**config.mk**
```make
export PLATFORM = sky130hd
export DESIGN_NAME = particle_mem_ctrl
export DESIGN_NICKNAME = d
export VERILOG_FILES = /design/src/rtl/particle_mem_ctrl.sv
export SDC_FILE = /design/constraint.sdc
export NUM_CORES = 1
export LEC_CHECK = 0
export BUFFER_PORTS_ARGS = -buffer_cell sky130_fd_sc_hd__buf_2
export CAP_MARGIN = 0
export CORE_AREA = 2 2 153 155
export DETAILED_ROUTE_END_ITERATION = 6
export DIE_AREA = 0 0 155 157
export GPL_TIMING_DRIVEN = 1
export PLACE_DENSITY = 0.4
export SLEW_MARGIN = 25
export SYNTH_ARGS = -nofsm -noshare
export SYNTH_HDL_FRONTEND = slang
export SYNTH_SLANG_ARGS = --single-unit
```
**constraint.sdc**
```tcl
create_clock -name clk_in -period 4.3 [get_ports clk_in]
set_input_delay 0.86 -clock clk_in [delete_from_list [all_inputs] [get_ports clk_in]]
set_output_delay 0.86 -clock clk_in [all_outputs]
set_load 0.1 [all_outputs]
```
**src/rtl/particle_mem_ctrl.sv**
```systemverilog
// particle_mem_ctrl: arbitrates the particle-state BRAM port between the initialiser's fill stream
// and the stepper's read/write requests.
// The fill stream always wins. Within SIM, a write wins over a read.
// Optional macro PARTICLE_MEM_FILL_CHECK_EN adds a fill beat counter and the fill_error output.
`timescale 1ns / 1ps

module particle_mem_ctrl #(
  parameter int unsigned ADDR_WIDTH = 11,
  parameter int unsigned RAM_WIDTH  = 64,
  parameter int unsigned RD_LATENCY = 2
) (
  input  logic                  clk_in,
  input  logic                  rst_n_in,
  input  logic [15:0]           particle_count,
  input  logic [ADDR_WIDTH-1:0] fill_addr,
  input  logic [RAM_WIDTH-1:0]  fill_data,
  input  logic                  fill_busy,
  input  logic                  rd_valid,
  input  logic [ADDR_WIDTH-1:0] rd_addr,
  output logic                  rd_ready,
  output logic [RAM_WIDTH-1:0]  rd_data,
  output logic                  rd_data_valid,
  input  logic                  wr_valid,
  input  logic [ADDR_WIDTH-1:0] wr_addr,
  input  logic [RAM_WIDTH-1:0]  wr_data,
  output logic                  wr_ready,
  output logic                  mem_en,
  output logic                  mem_we,
  output logic [ADDR_WIDTH-1:0] mem_addr,
  output logic [RAM_WIDTH-1:0]  mem_din,
  input  logic [RAM_WIDTH-1:0]  mem_dout,
`ifdef PARTICLE_MEM_FILL_CHECK_EN
  output logic                  fill_error,
`endif
  output logic                  fill_done,
  output logic                  sim_enable
);

  localparam int unsigned SetW = (RD_LATENCY > 1) ? $clog2(RD_LATENCY) : 1;
  localparam logic [SetW-1:0] SettleLast = SetW'(RD_LATENCY - 1);

  typedef enum logic [1:0] {StIdle, StFill, StSettle, StSim} state_e;

  state_e                state_q, state_d;
  logic                  rst_ok_q, rst_ok_d;
  logic [SetW-1:0]       settle_cnt_q, settle_cnt_d;
  logic [RD_LATENCY-1:0] rd_pipe_q, rd_pipe_d;
  logic                  fill_done_q, fill_done_d;
  logic                  rd_hs;

  // Release flop: registered logic stays frozen until one full cycle after reset rises
  assign rst_ok_d = 1'b1;

  // Reset release synchroniser
  always_ff @(posedge clk_in or negedge rst_n_in) begin
    if (!rst_n_in) rst_ok_q <= 1'b0;
    else           rst_ok_q <= rst_ok_d;
  end

  // FSM state register
  always_ff @(posedge clk_in or negedge rst_n_in) begin
    if (!rst_n_in)     state_q <= StIdle;
    else if (rst_ok_q) state_q <= state_d;
  end

  // FSM next-state logic; fill_busy restarts the fill from any state
  always_comb begin
    state_d = state_q;
    unique case (state_q)
      StIdle:   if (fill_busy) state_d = StFill;
      StFill:   if (!fill_busy) state_d = StSettle;
      StSettle: begin
        if (fill_busy)                       state_d = StFill;
        else if (settle_cnt_q == SettleLast) state_d = StSim;
      end
      StSim:    if (fill_busy) state_d = StFill;
      default:  state_d = StIdle;
    endcase
  end

  // FSM outputs and BRAM port mux
  always_comb begin
    mem_en        = 1'b0;
    mem_we        = 1'b0;
    mem_addr      = '0;
    mem_din       = '0;
    rd_ready      = 1'b0;
    wr_ready      = 1'b0;
    sim_enable    = 1'b0;
    rd_data_valid = rd_pipe_q[RD_LATENCY-1];
    rd_data       = rd_pipe_q[RD_LATENCY-1] ? mem_dout : '0;
    fill_done     = fill_done_q;
    if (rst_ok_q) begin
      sim_enable = (state_q == StSim);
      if (fill_busy) begin
        mem_en   = 1'b1;
        mem_we   = 1'b1;
        mem_addr = fill_addr;
        mem_din  = fill_data;
      end else if (state_q == StSim) begin
        wr_ready = 1'b1;
        rd_ready = !wr_valid;
        if (wr_valid) begin
          mem_en   = 1'b1;
          mem_we   = 1'b1;
          mem_addr = wr_addr;
          mem_din  = wr_data;
        end else if (rd_valid) begin
          mem_en   = 1'b1;
          mem_addr = rd_addr;
        end
      end
    end
  end

  assign rd_hs = rd_valid & rd_ready;

  // Next-state for settle counter, read-latency pipeline and fill_done pulse
  always_comb begin
    settle_cnt_d = '0;
    if (state_q == StSettle) settle_cnt_d = settle_cnt_q + 1'b1;
    rd_pipe_d    = '0;
    rd_pipe_d[0] = rd_hs;
    for (int unsigned i = 1; i < RD_LATENCY; i++) rd_pipe_d[i] = rd_pipe_q[i-1];
    fill_done_d  = (state_q == StSettle) && (state_d == StSim);
  end

  // Datapath registers
  always_ff @(posedge clk_in or negedge rst_n_in) begin
    if (!rst_n_in) begin
      settle_cnt_q <= '0;
      rd_pipe_q    <= '0;
      fill_done_q  <= 1'b0;
    end else if (rst_ok_q) begin
      settle_cnt_q <= settle_cnt_d;
      rd_pipe_q    <= rd_pipe_d;
      fill_done_q  <= fill_done_d;
    end
  end

`ifdef PARTICLE_MEM_FILL_CHECK_EN
  logic [16:0] fill_cnt_q, fill_cnt_d;
  logic        fill_error_q, fill_error_d;
  logic        fill_entry;

  // A fill beat seen outside FILL is the entry beat; it restarts the count at one
  assign fill_entry = fill_busy && (state_q != StFill);

  // Fill beat count and length check, evaluated as FILL hands over to SETTLE
  always_comb begin
    fill_cnt_d   = fill_cnt_q;
    fill_error_d = fill_error_q;
    if (fill_entry) begin
      fill_cnt_d   = 17'd1;
      fill_error_d = 1'b0;
    end else if (fill_busy) begin
      fill_cnt_d = fill_cnt_q + 17'd1;
    end else if (state_q == StFill) begin
      fill_error_d = (fill_cnt_q != {particle_count, 1'b0});
    end
  end

  // Fill check registers
  always_ff @(posedge clk_in or negedge rst_n_in) begin
    if (!rst_n_in) begin
      fill_cnt_q   <= '0;
      fill_error_q <= 1'b0;
    end else if (rst_ok_q) begin
      fill_cnt_q   <= fill_cnt_d;
      fill_error_q <= fill_error_d;
    end
  end

  assign fill_error = fill_error_q;
`else
  logic unused_particle_count;
  assign unused_particle_count = ^particle_count;
`endif

endmodule
```
==> impl_metrics.ini, run 1 <==
[worst_setup_path]
r2r_setup_slack_ps = 2700
ff2ff_path_depth = 5
worstPathArrival_ps = 2430
crit_fanout = 66
crit_path_end = mem_din[34]
critPathRequiredTime_ps = 3440
critPathKind = in -> out
r2r-end = state_q[1]$_DFFE_PN0P_
startpoint = wr_valid
cp-end-kind = output pin
critPathLaunchType = input port
crit-reg2reg-launch = state_q[0]$_DFFE_PN0P_

[timing]
drv_slew = 0
relSlewSlack_pct = 47.3
fin_skew_ps = 0.684
rsz0062_at_grt = no
timing.fmax_mhz = 304
timing.final.crit_period_ps = 3290
hold_viol_final = 0
timing.hold.ws_ps = 457
finalCritPeriodShare_pct = 76.5
worst_slew_pin_slew_ps = 790
setup_viol_count_final = 0
tns_ps = 0

[floorplanning]
io_pins = 392
dieArea_um2 = 24300
num_rows = 55
die_x_um = 155
die_h_um = 157
core_um2 = 22500
start_util_pct = 9.05

[final_layout]
area_delta_synth_final_pct = 109
antennaDiodeCount = 0
nNetsFinal = 902
fin_util_pct = 19.0
drive_gt1_share_pct = 59.5

[pwr]
peakVddDrop_mv = 0.101
leakage_uw = 0.00271
cellPowerDensity_nw_per_um2 = 258

[global_route]
antenna_found_initial = 3
overflow = 0
grt_util_all_layers_pct = 9.53
grt_pass1_wl_mm = 17.7
grt_start_max_net_pins = 67
grt_pass1_vias = 3110

[synthesis]
seq_area_frac_synth_pct = 8.60
synthSimpleGateAreaFrac_pct = 37.0
syn_avg_cell_area_um2 = 6.88
synthXorXnorAreaFrac_pct = 0
synth-compound-area-share_pct = 10.9
synthAdderAreaFrac_pct = 1.84
yosys_warnings = 0
netlist_instances = 296
muxShareOfSynthArea_pct = 32.6
synth-seq-cells = 7
synth.distinct_cells = 28
synth_top_family_by_area = simple AND/OR/NAND/NOR gates
synth_fp_nets = 545
synth_area_um2 = 2040

[placement]
io_buffers = 375
hpwl_mm = 11.5
gp_congestion = 0.743

[detailed_routing]
wl_mm = 13.2
drt_iter0_drc = 152
ant_nets = 0
vias = 3375
wl_per_cell_um = 14.1
drc_errors = 0
vias_per_cell = 3.60
firstDrtPassIters = 4

[clocking]
worstSkewPairLatency_ps = 230
cts.sinks = 7
cts_resized = 0
cts-buffers-inserted = 3
cts.clk_slew.worst_paths_ps = 40
hold_buffers = 0
cts_tree = built
clockBufferDepth = 2
postCtsSetupRepairBufs = 0
htreeDepth = 1
clockRootBuffer = clkbuf_16

[run_status]
status = completed

[job]
max_cap_violations = 0

[worst_hold_path]
hold_path_class = in -> async
-- layout by cell type, fill, tap and decap left out, drive strengths merged, types with 2 or more instances in the layout --
cell | Yosys | routed
nand2 | 3 | 3
ha | 3 | 3
a221oi | 11 | 11
nor2 | 77 | 77
buf | 19 | 380
mux2 | 2 | 2
clkbuf | 9 | 4
nor2b | 2 | 2
and2 | 65 | 65
a211oi | 2 | 2
o21ai | 14 | 14
nor3 | 3 | 3
nand3 | 2 | 2
inv | 6 | 6
dfrtp | 7 | 7
mux2i | 64 | 64
-- how the worst min path moves through the flow --
stage               cells past startpoint                  endpoint  slack, ps
floorplan                               1  rd_pipe_q[1]$_DFFE_PN0P_        470
CTS                                     1  settle_cnt_q$_DFFE_PN0P_        470
global route                            1  settle_cnt_q$_DFFE_PN0P_        470
finish                                  1  settle_cnt_q$_DFFE_PN0P_        460
detailed placement                      1  rd_pipe_q[1]$_DFFE_PN0P_        490
global placement                        1  rd_pipe_q[1]$_DFFE_PN0P_        490
-- report_power, final --
part           internal, uW  leakage, uW  switching (uW)  total, uW
clock network           123    0.0000382            34.2        157
logic                   206      0.00258             639        845
registers              79.5    0.0000925            19.6       99.1
-- cells by family (layout without fill, tap and decap cells) --
| family | Yosys count | after routing |
|---|---|---|
| other | 1 | 1 |
| multiplexers | 66 | 66 |
| adder cells (fa/ha/maj) | 3 | 3 |
| buffers and inverters | 34 | 390 |
| AND/OR/NAND/NOR | 153 | 153 |
| AO/OA/AOI/OAI | 32 | 32 |
| flip-flops | 7 | 7 |
-- layer usage --
| metal | wire length (um) | GRT usage, % | vias to the layer above | share of wire, % |
|---|---|---|---|---|
| met4 | 104 | 2.25 | 6 | 0.79 |
| met5 | 41 | 0 | - | 0.31 |
| met3 | 1190 | 1.98 | 8 | 9.0 |
| met1 | 5300 | 10.9 | 1419 | 40 |
| met2 | 6560 | 18.1 | 236 | 50 |
| li1 | - | - | 1706 | - |
-- registers in the layout, summed over array words and instances, names as in the netlist --
signal and cells:
rd_pipe_q 2, state_q 2, fill_done 1, rst_ok_q 1
settle_cnt_q 1
-- stage by stage --
step	setup slack, ps	instances	cell area (um2)	total power, uW
finish	1010	937	4270	1100
global placement	1050	933	4190	952
global route	903	937	4270	1160
CTS	1060	937	4270	1110
floorplan	53.4	296	2040	744
detailed placement	1060	933	4190	949
-- synth_stat cells, drive strengths merged --
cell type | number | share of area [%]
nor2 | 77 | 14
and2 | 65 | 20
mux2i | 64 | 31
buf | 19 | 6.2
o21ai | 14 | 3.4
a221oi | 11 | 4.7
clkbuf | 9 | 1.7
dfrtp | 7 | 8.6
inv | 6 | 1.1
ha | 3 | 1.8
nand2 | 3 | 0.55
nor3 | 3 | 0.74
a211oi | 2 | 0.74
mux2 | 2 | 1.1
nand3 | 2 | 0.49
nor2b | 2 | 0.61
a21boi | 1 | 0.37
a21oi | 1 | 0.25
a31o | 1 | 0.43
a41o | 1 | 0.49
and3b | 1 | 0.43
conb | 1 | 0.18
o31a | 1 | 0.43
-- worst max-delay path, cell delays in order --
cell and delay, ps:
buf_2 120, and2_1 480, o21ai_4 90, buf_12 210, nor2_1 150, buf_2 440
-- layout make-up --
| cell class | instances | area, um2 |
|---|---|---|
| clock buffers | 4 | 78.8 |
| flip-flops and latches | 7 | 175 |
| repair buffers | 380 | 1940 |
| fillers | 2607 | 18200 |
| well taps | 285 | 357 |
| inverters | 6 | 22.5 |
| multi-input cells | 255 | 1690 |
Note: power is estimated with default switching activity, not from simulation.
==> run 2: changes to the inputs <==
--- a/config.mk
+++ b/config.mk
@@ -5,13 +5,14 @@
 export SDC_FILE = /design/constraint.sdc
 export NUM_CORES = 1
 export LEC_CHECK = 0
+export ABC_AREA = 1
 export BUFFER_PORTS_ARGS = -buffer_cell sky130_fd_sc_hd__buf_2
 export CAP_MARGIN = 0
-export CORE_AREA = 2 2 153 155
+export CORE_AREA = 2 2 152 154
 export DETAILED_ROUTE_END_ITERATION = 6
-export DIE_AREA = 0 0 155 157
+export DIE_AREA = 0 0 154 156
 export GPL_TIMING_DRIVEN = 1
-export PLACE_DENSITY = 0.4
+export PLACE_DENSITY = 0.43
 export SLEW_MARGIN = 25
 export SYNTH_ARGS = -nofsm -noshare
 export SYNTH_HDL_FRONTEND = slang
==> constraint.sdc (replaced) <==
create_clock -name clk_in -period 2.91 [get_ports clk_in]
set_input_delay 0.582 -clock clk_in [delete_from_list [all_inputs] [get_ports clk_in]]
set_output_delay 0.582 -clock clk_in [all_outputs]
set_load 0.1 [all_outputs]
==> impl_metrics.ini, run 2 <==
[run_status]
status = completed

[pwr]
switching_share_pct = 58.0
combinationalPowerShare_pct = 81.3
seqPwrFrac_pct = 7.0
power.internal_uw = 832
leakage_uw = 0.00345
peakVddDrop_mv = 0.161
power.switching_uw = 1150
clkPwrFrac_pct = 11.7
cellPowerDensity_nw_per_um2 = 316

[global_route]
grt_start_max_net_pins = 88
grt_pass1_vias = 3956
grt_util_all_layers_pct = 10.5
antenna_found_initial = 0
overflow = 0
grt_pass1_wl_mm = 20.5

[synthesis]
async_reset_ff_share_pct = 100
ys_top_cells_by_area = nor2_1 (21%), nor3_2 (21%), nand2_1 (16%), inv_1 (12%), dfrtp_1 (7.5%)
synth.distinct_cells = 19
synth_fp_nets = 706
seq_area_frac_synth_pct = 7.46
yosysTopAreaCellShare_pct = 21.1
synth_ff_type = dfrtp_1
synth_enable_flop_cells = 0
netlist_instances = 457
yosysMostFrequentCell = nor2_1
syn_avg_cell_area_um2 = 5.14
synth_area_um2 = 2350
synth-seq-cells = 7
yosysTopAreaCell = nor2_1
yosys_warnings = 0
synth_common_cells = nor2_1 (132), nand2_1 (102), inv_1 (74)

[worst_setup_path]
crit_top_cell = buf_12
cp_slowest_stage_delay_ps = 410
worstPathArrival_ps = 2110
r2r_setup_slack_ps = 1590
ff2ff_path_depth = 6
critPathRequiredTime_ps = 2330
cp_slowest_cell = dfrtp_1
cp-end-kind = output pin
critPathLaunchType = flip-flop
cp_cell_sequence = ha_1 -> nand2_1 -> a21oi_4 -> inv_6 -> buf_12 -> nor3_4 -> buf_12
crit_fanout = 20
critPathKind = reg -> out

[timing]
rsz0062_at_grt = no
drv_slew = 0
timing.final.crit_period_ps = 2700
finalCritPeriodShare_pct = 92.6
fin_skew_ps = 2.65
setup_viol_count_final = 0
hold_viol_final = 0
timing.fmax_mhz = 371
relSlewSlack_pct = 60.4
worst_slew_pin_slew_ps = 594
tns_ps = 0
fin_ws_ps = 215

[floorplanning]
dieArea_um2 = 24000
start_util_pct = 10.5
io_pins = 392
num_rows = 55
die_x_um = 154
core_um2 = 22400
die_h_um = 156

[detailed_routing]
vias = 4065
vias_per_cell = 3.71
wl_mm = 13.6
drc_errors = 0
ant_nets = 0
drt_iter0_drc = 180
wl_per_cell_um = 12.4
firstDrtPassIters = 4

[final_layout]
antennaDiodeCount = 0
reg.largest.list = rd_pipe_q: 2 flops, state_q: 2 flops
final_cell_area_um2 = 6270
multi_input_area_um2 = 2200
n_fill_cell = 2471
layout_commonest_cell = buf_2
final_cell_mix = buf_2 (298), nor2_1 (131), nand2_1 (102), buf_12 (81), inv_1 (74)
stdcell_count = 1096
seq_area_um2 = 176
nNetsFinal = 1061
area_delta_synth_final_pct = 167
drive_gt1_share_pct = 57.1

[clocking]
cts.clk_slew.worst_paths_ps = 40
worstSkewPairLatency_ps = 230
postCtsSetupRepairBufs = 0
cts-buffers-inserted = 3
clockBufferDepth = 2
htreeDepth = 1
cts_resized = 0
cts_tree = built
cts.sinks = 7
clockRootBuffer = clkbuf_16
hold_buffers = 0

[placement]
hpwl_mm = 11.4
place_area_um2 = 6190
dp.cells = 1092
io_buffers = 375
place_ws_ps = 333
gp_congestion = 0.808

[job]
max_cap_violations = 0

[worst_hold_path]
hold_path_class = in -> async
## run 2: cell count changes after synthesis, sizes merged, moves of 3 or more
cell	delta
and2	-65
a31oi	+11
inv	+71
buf	-3
mux2i	-64
nand2	+99
a221oi	-11
nor3	+61
o21ai	+4
nor2	+55
clkbuf	+10
## run 2: stage by stage
stage | util [%] | power, uW | hold slack (ps)
floorplan | - | 1200 | 286
global placement | 27.7 | 1760 | 425
detailed placement | 27.7 | 1770 | 426
CTS | 28.1 | 2000 | 186
global route | 28.1 | 2090 | 198
finish | 28.1 | 1980 | 179
## run 2: layer usage
layer	vias up	routed length (um)	part of all wire, %	global-route usage (%)
met5	-	0	0	0
met4	0	128	0.94	1.34
met3	10	1180	8.7	1.75
met2	232	7220	53	20.6
met1	1740	5090	37	12.1
li1	2083	-	-	-
## run 2: final cells by class
| type | instances | area share [%] |
|---|---|---|
| Tap cell | 285 | 5.68 |
| Timing Repair Buffer | 385 | 50.3 |
| Sequential cell | 7 | 2.81 |
| Clock buffer | 4 | 1.26 |
| Inverter | 77 | 4.77 |
| Multi-Input combinational cell | 338 | 35.1 |
## run 2: cell families after synthesis
logic type,share of synthesized area (%)
AND/OR/NAND/NOR,62.3
buffers and inverters,20.5
AO/OA/AOI/OAI,7.99
flip-flops,7.46
adder cells (fa/ha/maj),1.60
other,0.160
## run 2: worst max-delay path, delay by kind of cell, from the launching register on
family	cells	cell delay, ps
buf+inv	3	630
compound gates	1	270
fa+ha+maj	1	210
simple gates	2	350
flops	1	410
## run 2: path summary, 6_finish.rpt
check,startpoint,to
hold reg to reg,rd_pipe_q[0]$_DFFE_PN0P_,rd_pipe_q[0]$_DFFE_PN0P_
setup reg to reg,state_q[0]$_DFFE_PN0P_,state_q[1]$_DFFE_PN0P_
hold / removal,rst_n_in,state_q[0]$_DFFE_PN0P_
min in group clk_in,rd_pipe_q[0]$_DFFE_PN0P_,rd_pipe_q[0]$_DFFE_PN0P_
max in group asynchronous,rst_n_in,rd_pipe_q[1]$_DFFE_PN0P_
setup / recovery,state_q[0]$_DFFE_PN0P_,mem_din[54]
## run 2: power groups by stage
stage	Clock [uW]	Combinational [uW]	Sequential, uW
after floorplan	0	1060	144
after global placement	0	1620	139
after detailed placement	0	1630	140
after CTS	234	1630	138
after global routing	241	1700	143
final	232	1610	139
==> run 3: changes to the inputs <==
--- a/config.mk
+++ b/config.mk
@@ -5,14 +5,13 @@
 export SDC_FILE = /design/constraint.sdc
 export NUM_CORES = 1
 export LEC_CHECK = 0
-export ABC_AREA = 1
 export BUFFER_PORTS_ARGS = -buffer_cell sky130_fd_sc_hd__buf_2
 export CAP_MARGIN = 0
-export CORE_AREA = 2 2 152 154
+export CORE_AREA = 2 2 151 153
 export DETAILED_ROUTE_END_ITERATION = 6
-export DIE_AREA = 0 0 154 156
+export DIE_AREA = 0 0 153 155
 export GPL_TIMING_DRIVEN = 1
-export PLACE_DENSITY = 0.43
+export PLACE_DENSITY = 0.42
 export SLEW_MARGIN = 25
 export SYNTH_ARGS = -nofsm -noshare
 export SYNTH_HDL_FRONTEND = slang
==> constraint.sdc (replaced) <==
create_clock -name clk_in -period 2.2 [get_ports clk_in]
set_input_delay 0.44 -clock clk_in [delete_from_list [all_inputs] [get_ports clk_in]]
set_output_delay 0.44 -clock clk_in [all_outputs]
set_load 0.1 [all_outputs]
==> impl_metrics.ini, run 3 (same netlist as run 1, synthesis figures left out) <==
[timing]
timing.final.crit_period_ps = 2230
setup_viol_count_final = 40
worst_slew_pin_slew_ps = 515
fin_ws_ps = -27.7
finalCritPeriodShare_pct = 101
hold_viol_final = 0
rsz0062_at_grt = yes
fin_skew_ps = 2.37
timing.fmax_mhz = 449
relSlewSlack_pct = 65.9
timing.hold.ws_ps = 41.9
drv_slew = 0

[worst_setup_path]
cp-end-kind = output pin
critPathRequiredTime_ps = 1760
r2r_setup_slack_ps = 640
ff2ff_path_depth = 6
worstPathArrival_ps = 1790
crit-reg2reg-launch = state_q[0]$_DFFE_PN0P_
crit_fanout = 7
r2r-end = state_q[1]$_DFFE_PN0P_
critPathKind = reg -> out
critPathLaunchType = flip-flop

[placement]
hpwl_mm = 11.5
gp_congestion = 0.726
dp.cells = 969
place_ws_ps = 37.2
io_buffers = 375

[floorplanning]
num_rows = 55
start_util_pct = 9.16
core_um2 = 22200
dieArea_um2 = 23700
die_x_um = 153
die_h_um = 155
io_pins = 392

[final_layout]
reg.largest.list = rd_pipe_q: 2 flops, state_q: 2 flops
antennaDiodeCount = 0
layout_commonest_cell = buf_2
stdcell_count = 979
n_fill_cell = 2238
final_cell_mix = buf_2 (230), buf_12 (146), nor2_4 (74), mux2i_1 (64), and2_2 (50)
nNetsFinal = 944
area_delta_synth_final_pct = 276
drive_gt1_share_pct = 82.6

[global_route]
antenna_found_initial = 1
grt_pass1_wl_mm = 21.3
grt_util_all_layers_pct = 11.1
grt_pass1_vias = 3872
overflow = 0
grt_start_max_net_pins = 65

[detailed_routing]
firstDrtPassIters = 4
drt_iter0_drc = 77
drc_errors = 0
wl_per_cell_um = 14.2
vias_per_cell = 3.74
ant_nets = 0
wl_mm = 13.9
vias = 3658

[pwr]
cellPowerDensity_nw_per_um2 = 390
switching_share_pct = 53.4
combinationalPowerShare_pct = 84.0
clkPwrFrac_pct = 10.2
seqPwrFrac_pct = 5.8
power.switching_uw = 1590
power.internal_uw = 1390
leakage_uw = 0.00354
peakVddDrop_mv = 0.218

[clocking]
cts-buffers-inserted = 3
clockRootBuffer = clkbuf_16
htreeDepth = 1
cts.sinks = 7
cts.clk_slew.worst_paths_ps = 40
clockBufferDepth = 2
cts_tree = built
worstSkewPairLatency_ps = 230

[run_status]
status = finished, violations left
violations = setup timing

[job]
max_cap_violations = 0

[worst_hold_path]
hold_path_class = in -> async
[run 3: cell types whose count changed in the layout (fill, tap and decap cells not counted), moves of 7 or more]
cell / delta
a221oi_2: +11
a31oi_1: -7
and2_1: +14
and2_2: +50
buf_12: +65
buf_2: -68
buf_4: +22
inv_1: -69
mux2i_1: +64
nand2_1: -100
nor2_1: -130
nor2_4: +73
nor3_4: -64
[run 3: power groups by stage]
| stage | Sequential (uW) | Combinational, uW | Clock, uW |
|---|---|---|---|
| 2_1_floorplan | 196 | 1440 | 0 |
| 3_3_place_gp | 173 | 2210 | 0 |
| 3_5_place_dp | 174 | 2210 | 0 |
| 4_1_cts | 173 | 2480 | 312 |
| 5_1_grt | 175 | 2620 | 322 |
| 6_report | 172 | 2510 | 305 |
[run 3: worst max-delay path by stage]
stage | startpoint | to
floorplan | fill_busy | rd_ready
global placement | wr_valid | mem_addr[6]
detailed placement | wr_valid | mem_addr[5]
CTS | state_q[0]$_DFFE_PN0P_ | mem_din[42]
global route | state_q[1]$_DFFE_PN0P_ | mem_din[48]
finish | state_q[1]$_DFFE_PN0P_ | mem_din[38]
[run 3: stage by stage]
step	instance area, um2	setup TNS [ps]	power (uW)	util, %
after floorplan	2670	-1020	1640	-
after global placement	6610	0	2380	29.7
after detailed placement	6610	0	2390	29.7
after CTS	7520	-4410	2970	33.8
after global routing	7660	-4350	3120	34.4
final	7660	-620	2980	34.4
[run 3: metal layers]
metal | share of wire, % | global-route usage, %
met4 | 0.54 | 1.10
met5 | 0 | 0
met1 | 36 | 12.3
met2 | 55 | 21.9
met3 | 8.3 | 2.95
[run 3: area by class of cell]
| class | instances | area, um2 | share of cell area [%] |
|---|---|---|---|
| Timing Repair Buffer | 422 | 4620 | 60.3 |
| Tap cell | 285 | 357 | 4.66 |
| Inverter | 6 | 22.5 | 0.294 |
| Clock buffer | 4 | 78.8 | 1.03 |
| Multi-Input combinational cell | 255 | 2400 | 31.4 |
| Sequential cell | 7 | 176 | 2.30 |
[run 3: worst max-delay path, stage by stage (launching register included)]
cell,delay (ps)
dfrtp_1,370
ha_2,210
and2_4,160
o21ai_4,130
buf_6,140
buf_16,160
clkbuf_16,170
nor2_4,40
buf_12,170
[run 3: repair_timing]
action / in CTS / in global routing
setup buffers: 2 / 0
pin swaps: 12 / 28
cloned: 2 / 2
gates resized for setup: 203 / 18
hold buffers: 0 / 0
endpoints found under the setup margin: 77 / 75
